===== src/rtl/fan_pkg.sv =====
// Shared constants for the fan motor controller: state encoding, speed levels
// and the width of every seconds value.
package fan_pkg;

    localparam int unsigned SEC_W = 5;

    localparam logic [1:0] ST_OFF    = 2'd0;
    localparam logic [1:0] ST_RUN    = 2'd1;
    localparam logic [1:0] ST_TIMED  = 2'd2;
    localparam logic [1:0] ST_EXPIRE = 2'd3;

    localparam logic [1:0] SPEED_OFF = 2'd0;
    localparam logic [1:0] SPEED_1   = 2'd1;
    localparam logic [1:0] SPEED_2   = 2'd2;
    localparam logic [1:0] SPEED_3   = 2'd3;

    localparam logic [1:0] PRESET_NONE = 2'd0;

endpackage


===== src/rtl/fan_timer_controller_preset_sel.sv =====
// Maps an auto-off preset index to its target time in seconds; index 0 is no timer.
module fan_timer_controller_preset_sel
    import fan_pkg::*;
#(
    parameter int unsigned T_PRESET1 = 5,
    parameter int unsigned T_PRESET2 = 10,
    parameter int unsigned T_PRESET3 = 15
) (
    input  logic [1:0]       preset_idx_i,
    output logic [SEC_W-1:0] preset_sec_c
);

    always_comb begin
        preset_sec_c = '0;
        case (preset_idx_i)
            2'd1:    preset_sec_c = SEC_W'(T_PRESET1);
            2'd2:    preset_sec_c = SEC_W'(T_PRESET2);
            2'd3:    preset_sec_c = SEC_W'(T_PRESET3);
            default: preset_sec_c = '0;
        endcase
    end

endmodule


===== src/rtl/fan_timer_controller.sv =====
// Fan motor sequencer: button pulses -> motor enable, speed level and auto-off
// timer control of the external seconds counter.
module fan_timer_controller
    import fan_pkg::*;
#(
    parameter int unsigned T_PRESET1 = 5,
    parameter int unsigned T_PRESET2 = 10,
    parameter int unsigned T_PRESET3 = 15
) (
    input  logic             i_clk,
    input  logic             i_reset,
    input  logic             i_btn_power,
    input  logic             i_btn_speed,
    input  logic             i_btn_timer,
    input  logic [SEC_W-1:0] i_elapsed_sec,
    output logic             o_motor_en,
    output logic [1:0]       o_speed,
    output logic             o_timer_mode,
    output logic [SEC_W-1:0] o_time_state,
    output logic             o_counter_clr,
    output logic [SEC_W-1:0] o_remaining
);

    logic [1:0]       state_q, state_d;
    logic [1:0]       speed_q, speed_d;
    logic [1:0]       idx_q, idx_d;
    logic [SEC_W-1:0] time_state_q, time_state_d;
    logic             timer_mode_q, timer_mode_d;
    logic             motor_en_q, motor_en_d;
    logic             counter_clr_q, counter_clr_d;
    logic             clr_prev_q;

    logic [1:0]       idx_inc_c;
    logic [1:0]       speed_next_c;
    logic [SEC_W-1:0] preset_sec_c;
    logic             expire_c;
    logic             clr_req_c;

    assign idx_inc_c    = idx_q + 2'd1;
    assign speed_next_c = (speed_q == SPEED_3) ? SPEED_1 : speed_q + 2'd1;

    fan_timer_controller_preset_sel #(
        .T_PRESET1 (T_PRESET1),
        .T_PRESET2 (T_PRESET2),
        .T_PRESET3 (T_PRESET3)
    ) u_preset_sel (
        .preset_idx_i (idx_inc_c),
        .preset_sec_c (preset_sec_c)
    );

    // A clear issued in this or the previous cycle may not yet be seen on the
    // elapsed count, so the comparison is held off for those two cycles.
    assign expire_c = (i_elapsed_sec >= time_state_q) && !counter_clr_q && !clr_prev_q;

    always_ff @(posedge i_clk or posedge i_reset) begin
        if (i_reset) begin
            state_q       <= ST_OFF;
            speed_q       <= SPEED_OFF;
            idx_q         <= PRESET_NONE;
            time_state_q  <= '0;
            timer_mode_q  <= 1'b0;
            motor_en_q    <= 1'b0;
            counter_clr_q <= 1'b0;
            clr_prev_q    <= 1'b0;
        end else begin
            state_q       <= state_d;
            speed_q       <= speed_d;
            idx_q         <= idx_d;
            time_state_q  <= time_state_d;
            timer_mode_q  <= timer_mode_d;
            motor_en_q    <= motor_en_d;
            counter_clr_q <= counter_clr_d;
            clr_prev_q    <= counter_clr_q;
        end
    end

    // Next-state and output logic; button priority is power > timer > speed.
    always_comb begin
        state_d      = state_q;
        speed_d      = speed_q;
        idx_d        = idx_q;
        time_state_d = time_state_q;
        timer_mode_d = timer_mode_q;
        motor_en_d   = motor_en_q;
        clr_req_c    = 1'b0;

        case (state_q)
            ST_OFF: begin
                if (i_btn_power) begin
                    state_d      = ST_RUN;
                    speed_d      = SPEED_1;
                    idx_d        = PRESET_NONE;
                    motor_en_d   = 1'b1;
                    timer_mode_d = 1'b0;
                end
            end
            ST_RUN: begin
                if (i_btn_power) begin
                    state_d      = ST_OFF;
                    speed_d      = SPEED_OFF;
                    idx_d        = PRESET_NONE;
                    motor_en_d   = 1'b0;
                    timer_mode_d = 1'b0;
                end else if (i_btn_timer) begin
                    state_d      = ST_TIMED;
                    idx_d        = idx_inc_c;
                    time_state_d = preset_sec_c;
                    timer_mode_d = 1'b1;
                    clr_req_c    = 1'b1;
                end else if (i_btn_speed) begin
                    speed_d = speed_next_c;
                end
            end
            ST_TIMED: begin
                if (i_btn_power) begin
                    state_d      = ST_OFF;
                    speed_d      = SPEED_OFF;
                    idx_d        = PRESET_NONE;
                    motor_en_d   = 1'b0;
                    timer_mode_d = 1'b0;
                    clr_req_c    = 1'b1;
                end else if (i_btn_timer) begin
                    idx_d = idx_inc_c;
                    if (idx_inc_c == PRESET_NONE) begin
                        state_d      = ST_RUN;
                        timer_mode_d = 1'b0;
                    end else begin
                        time_state_d = preset_sec_c;
                        clr_req_c    = 1'b1;
                    end
                end else if (expire_c) begin
                    state_d      = ST_EXPIRE;
                    motor_en_d   = 1'b0;
                    timer_mode_d = 1'b0;
                    clr_req_c    = 1'b1;
                end else if (i_btn_speed) begin
                    speed_d = speed_next_c;
                end
            end
            default: begin
                state_d      = ST_OFF;
                speed_d      = SPEED_OFF;
                idx_d        = PRESET_NONE;
                motor_en_d   = 1'b0;
                timer_mode_d = 1'b0;
            end
        endcase

        // Back-to-back requests collapse into a single clear pulse.
        counter_clr_d = clr_req_c && !counter_clr_q;
    end

    always_comb begin
        o_remaining = '0;
        if (state_q == ST_TIMED && i_elapsed_sec < time_state_q) begin
            o_remaining = time_state_q - i_elapsed_sec;
        end
    end

    assign o_motor_en    = motor_en_q;
    assign o_speed       = speed_q;
    assign o_timer_mode  = timer_mode_q;
    assign o_time_state  = time_state_q;
    assign o_counter_clr = counter_clr_q;

endmodule


===== config.mk =====
export PLATFORM = sky130hd
export DESIGN_NAME = fan_timer_controller
export DESIGN_NICKNAME = d
export VERILOG_FILES = /design/src/rtl/fan_pkg.sv /design/src/rtl/fan_timer_controller_preset_sel.sv /design/src/rtl/fan_timer_controller.sv
export SDC_FILE = /design/constraint.sdc
export NUM_CORES = 1
export LEC_CHECK = 0
export ABC_CLOCK_PERIOD_IN_PS = 2300
export BUFFER_PORTS_ARGS = -buffer_cell sky130_fd_sc_hd__buf_4
export CORE_MARGIN = 2
export CORE_UTILIZATION = 35
export DETAILED_ROUTE_END_ITERATION = 12
export MAX_ROUTING_LAYER = met4
export SLEW_MARGIN = 0
export SYNTH_ARGS = -nofsm -noshare
export SYNTH_HDL_FRONTEND = slang
export SYNTH_SLANG_ARGS = --single-unit

===== constraint.sdc =====
create_clock -name i_clk -period 2.3 [get_ports i_clk]
set_input_delay 0.46 -clock i_clk [delete_from_list [all_inputs] [get_ports i_clk]]
set_output_delay 0.46 -clock i_clk [all_outputs]
set_load 0.02 [all_outputs]

## Yosys cells after proc, flatten, opt, wreduce, memory -nomap -nowiden

Index checks and enable logic that the tools add are counted.

| storage, ports and cells | value |
|---|---|
| output and inout bits | 15 |
| word-level logic and storage cells | 96 |
| register bits after elaboration | 15 |
| input port bits | 10 |

| operators by class | value |
|---|---|
| $add $sub $neg | 3 |
| mux-type cells | 47 |
| reductions and logical operators | 15 |
| equality and inequality tests | 21 |
| order comparisons | 2 |

Operator list:

| kind | count |
|---|---|
| two-way mux 2 bit | 17 |
| two-way mux 5 bit | 6 |
| two-way mux 1 bit | 16 |
| != test 3 bit (second input constant) | 5 |
| != test 2 bit (second input constant) | 7 |
| one-hot mux 2 bit (3 select lines) | 2 |
| one-hot mux 4 bit (3 select lines) | 1 |
| AND reduction 4 bit | 3 |
| one-hot mux 5 bit (2 select lines) | 1 |
| equality test 2 bit (second input constant) | 4 |
| != test 4 bit (second input constant) | 2 |
| one-hot mux 1 bit (3 select lines) | 2 |
| AND reduction 6 bit | 1 |
| >= comparator 5 bit | 1 |
| < comparator 5 bit | 1 |
| subtractor 5 bit | 1 |
| adder 2 x 1 -> 2 bit (second input constant) | 2 |
| equality test 2 x 1 -> 1 bit (second input constant) | 2 |
| logical AND 1 bit | 4 |
| logical NOT 2 bit | 2 |
| one-hot mux 2 bit (2 select lines) | 1 |
| != test 3 x 1 -> 1 bit (second input constant) | 1 |
| logical NOT 1 bit | 2 |
| one-hot mux 1 bit (2 select lines) | 1 |
| other kinds (3) | 3 |

## Depth between registers and ports, before layout

| depth | value |
|---|---|
| depth after elaboration | 8 |
| depth in mapped cells | 8 |
| gate-level depth less buffers | 8 |

## Cells and area by module

Synthesis repeated with hierarchy kept, for this count alone.

| unflattened totals | value |
|---|---|
| cells, all modules | 119 |
| area, all modules | 1107.3 sq um |

By module, submodules not included:

| module | cells each | sequential area each (sq um) | area an instance (sq um) | times used |
|---|---|---|---|---|
| fan_timer_controller | 113 | 375.4 | 1073.5 | 1 |
| fan_timer_controller_preset_sel | 6 | 0.0 | 33.8 | 1 |

## Worst setup path before layout

Ideal clock, no wire load.

| path | value |
|---|---|
| kind | register to output |
| start point | register time_state_q[1], in the netlist o_time_state[1] |
| end point | output port o_remaining[3] |
| cell stages (with the launch flop) | 6 |
| path buffers | 0 |
| path slack | -253 ps |
| arrival | 2093 ps |
| data required time | 1840 ps |
| cells stage by stage | dfrtp_1 ha_1 a41oi_1 o21ai_2 or2_4 a211oi_1 |

| between the ends | value |
|---|---|
| longest elaborated chain between the ends | 3 |
| elaborated cells on any way between the ends | 4 |
| classes of those cells | add/sub (1); order compare (1); mux (1); reduce/logical (1) |

Ends and longest elaborated chain:

| element | RTL line | source |
|---|---|---|
| start: declaration | fan_timer_controller.sv:27 | `logic [SEC_W-1:0] time_state_q, time_state_d;` |
| start signal: assignment | fan_timer_controller.sv:69 | `time_state_q <= time_state_d;` |
| < comparator 5 bit | fan_timer_controller.sv:155 | `if (state_q == ST_TIMED && i_elapsed_sec < time_state_q) begin` |
| logical AND 1 bit | fan_timer_controller.sv:155 |  |
| two-way mux 5 bit * | fan_timer_controller.sv:155 |  |
| end: declaration | fan_timer_controller.sv:21 | `output logic [SEC_W-1:0] o_remaining` |

Mark *: on every way between the ends. The rest lies on a longest branch, timed or not.

## Final worst setup path

| path | value |
|---|---|
| start point | register time_state_q[2], in the netlist o_time_state[2] |
| end point | output port o_remaining[4] |

The elaborated chain is that of the path after synthesis.

==> metrics.md <==
| Metric | Value |
|---|---|
| #FFs+latches synth | `12` |
| Longest Clk Path Bufs | `2` |
| Pre-CTS WS | `-0.133 ns` |
| Post-DRT Antenna Nets | `0` |
| Syn_nets | `138` |
| Die area | `3320 µm²` |
| Worst r2r dst | `o_speed[0]` |
| Reg-to-Reg Start | `o_time_state[1]` |
| Async SR Flop Fraction | `100%` |
| Yosys top cell area share | `29.9%` |
| Critical Path AT | `1.96 ns` |
| IO buf count | `23` |
| Placed Cells | `169` |
| Chip width | `57.6 µm` |
| CP Capture Type | `output port` |
| CTS H-tree depth | `1` |
| Crit share post-route | `105%` |
| Dpl cell area | `1250 µm²` |
| Mux share of post-synthesis cell area | `7.59%` |
| TritonCTS clock tree | `built` |
| Number of global-route vias before repair | `923` |
| Routed wire length | `2260 µm` |
| Yosys top cell by area | `dfrtp_1` |
| Synth warnings | `0` |
| Initial DRC count | `20` |
| CTS root buf | `clkbuf_4` |
| Nets | `171` |
| Fmax | `0.413 GHz` |
| Routed len/inst | `12.8 µm` |
| Synth Area in Adders | `18.2%` |
| DP Wirelength | `1800 µm` |
| Largest family of logic cells by synthesized area | `compound AO/OA/AOI/OAI gates` |
| Design Area, Final | `1390 µm²` |
| Final core occ | `51.0%` |
| CTS sink count | `12` |
| CTS Buf Count | `3` |
| Max-slew violations | `0` |
| Rows | `19` |
| PD cells | `1170 nW/µm²` |
| Clk Latency, worst-skew pair | `0.27 ns` |
| Fillers | `268` |
| Total Routing Usage GR | `15.8%` |
| Main synth FF type | `dfrtp_1` |
| Setup repair after global routing missed its margin | `yes` |
| Syn Area/Cell | `8.82 µm²` |
| Worst-case vdd ir drop | `755 µV` |
| Die H | `57.6 µm` |
| P&R area growth vs syn | `38.6%` |
| Syn Std Cell Area | `1010 µm²` |
| Mapped Cells | `114` |
| Leak | `0.673 nW` |
| Initial Util | `36.8%` |
| Setup Skew | `0.00314 ns` |
| Initial antenna violation count | `0` |
| DR WL met2 | `1260 µm` |
| Min Tclk post-route | `2.42 ns` |
| R2R cell count | `9` |
| Post-synth top cells | `inv_1, nor2_1, ha_1, dfrtp_1, a21oi_1` |
| Worst setup SP type | `flop` |
| Max cap viols | `0` |
| Synth area leaders | `dfrtp_1, ha_1, inv_1, nor2_1, mux2_2` |
| Cell variety after synth | `34` |
| Outcome | `finished, violations left` |
| Final hold viol count | `0` |
| Grt ovf | `0` |
| Core ar. | `2730 µm²` |
| EDFF count, synth | `0` |
| Ant diodes | `0` |
| Violated checks | `setup timing` |
| Synth Area in Simple Gates | `13.7%` |
| Metal-1 WL | `877 µm` |
| Pin count of the biggest net entering global routing | `13` |
| Worst Slack Setup Final | `-0.123 ns` |
| Worst-path clk slew | `0.07 ns` |
| Peak fanout along the critical path | `3` |
| Worst hold path class | `in -> async` |
| Setup_tns | `-0.301 ns` |
| DR DRC count | `0` |
| Vias | `900` |
| Router iterations before antenna repair | `4` |
| Post-Synth XOR/XNOR Area | `1.74%` |
| Compound-Gate Fraction of Synth Area | `19.3%` |
| Worst Path Required | `1.84 ns` |
| Vias/cell | `5.11` |
| I/O pin count | `25` |
| Crit path kind | `reg -> out` |
| Setup violators final | `5` |
| Met3 WL | `110 µm` |
| FF-to-FF setup slack | `0.13 ns` |
| Top routing layer in use | `met4` |
| GPL Wtd Cong | `0.823` |
| Seq/Total Area, Yosys | `29.9%` |
| First-pass GRT wire length | `3980 µm` |
| Layout cells sized above 1 | `41.4%` |
| Final Non-Filler Cells | `176` |
metrics by stage:
step | hold WS (ns) | power [mW]
after floorplan | 0.325 | 1.06
after global placement | 0.436 | 1.35
after detailed placement | 0.434 | 1.37
after CTS | 0.216 | 1.62
after global routing | 0.248 | 1.79
final | 0.202 | 1.63
registers in the layout, indices dropped and copies added (netlist names):
register,cells
o_time_state,2
o_motor_en,1
clr_prev_q,1
o_counter_clr,1
o_speed,2
idx_q,2
state_q,2
o_timer_mode,1
cells in the final DEF (no fill, tap or decap), types with 2 or more instances in the layout:
cell type and instances:
inv_1 14, a31oi_1 2, ha_4 4, dfrtp_1 10
buf_6 3, nor3_1 3, o21ai_0 3, ha_1 9
nor2_1 14, mux2i_1 2, clkbuf_4 3, inv_2 2
nor2_4 2, nand2_1 4, o31a_1 2, dfrtp_2 2
xnor2_1 2, a21oi_1 5, mux2_2 4, a21o_1 2
o21bai_1 3, buf_4 31
cell type report:
type	instances	area, µm²	share of cell area, %
multi-input combinational	80	703	50.4
sequential	12	303	21.7
clock buffer	3	22.5	1.62
timing repair buffer	34	267	19.1
tap	31	38.8	2.78
inverter	16	60.1	4.31
what timing repair did:
action,CTS,global route
setup buffers,3,1
gates resized for setup,12,7
hold buffers,0,0
pin swaps,5,2
endpoints found under the setup margin,5,5
layer usage:
metal | vias up | GRT usage (%)
met4 | 0 | 4.98
met1 | 430 | 17.1
met3 | 2 | 2.90
met2 | 23 | 28.9
li1 | 445 | -
met5 | - | -
critical path, cell delays in order (launching register included):
cell and delay [ns]:
dfrtp_2 0.44, inv_2 0.08, ha_4 0.15, inv_2 0.04
fa_2 0.34, a21o_1 0.18, a21oi_2 0.14, xnor2_1 0.13
nor2_1 0.05, buf_4 0.15
report_power, final:
group | total, mW | internal [mW] | switching (mW)
clock network | 0.126 | 0.0605 | 0.0655
logic | 1.13 | 0.547 | 0.582
registers | 0.377 | 0.300 | 0.0771
how the worst max path moves through the flow:
| stage | start | end | slack [ns] | depth (start not counted) |
|---|---|---|---|---|
| floorplan | o_time_state[2] | o_remaining[3] | -0.04 | 6 |
| CTS | o_time_state[2] | o_remaining[4] | -0.13 | 9 |
| global route | o_time_state[2] | o_remaining[4] | -0.23 | 9 |
| finish | o_time_state[2] | o_remaining[4] | -0.12 | 9 |
| global placement | i_elapsed_sec[2] | o_remaining[3] | -0.07 | 8 |
| detailed placement | i_elapsed_sec[2] | o_remaining[3] | -0.13 | 8 |
cell families (layout without fill, tap and decap cells):
group,after synthesis,count (layout)
AND/OR/NAND/NOR,28,28
adder cells (fa/ha/maj),14,14
AO/OA/AOI/OAI,28,28
XOR/XNOR,2,2
other,1,1
flip-flops,12,12
multiplexers,7,7
buffers and inverters,22,53
Power figures use the tool's default switching activity.
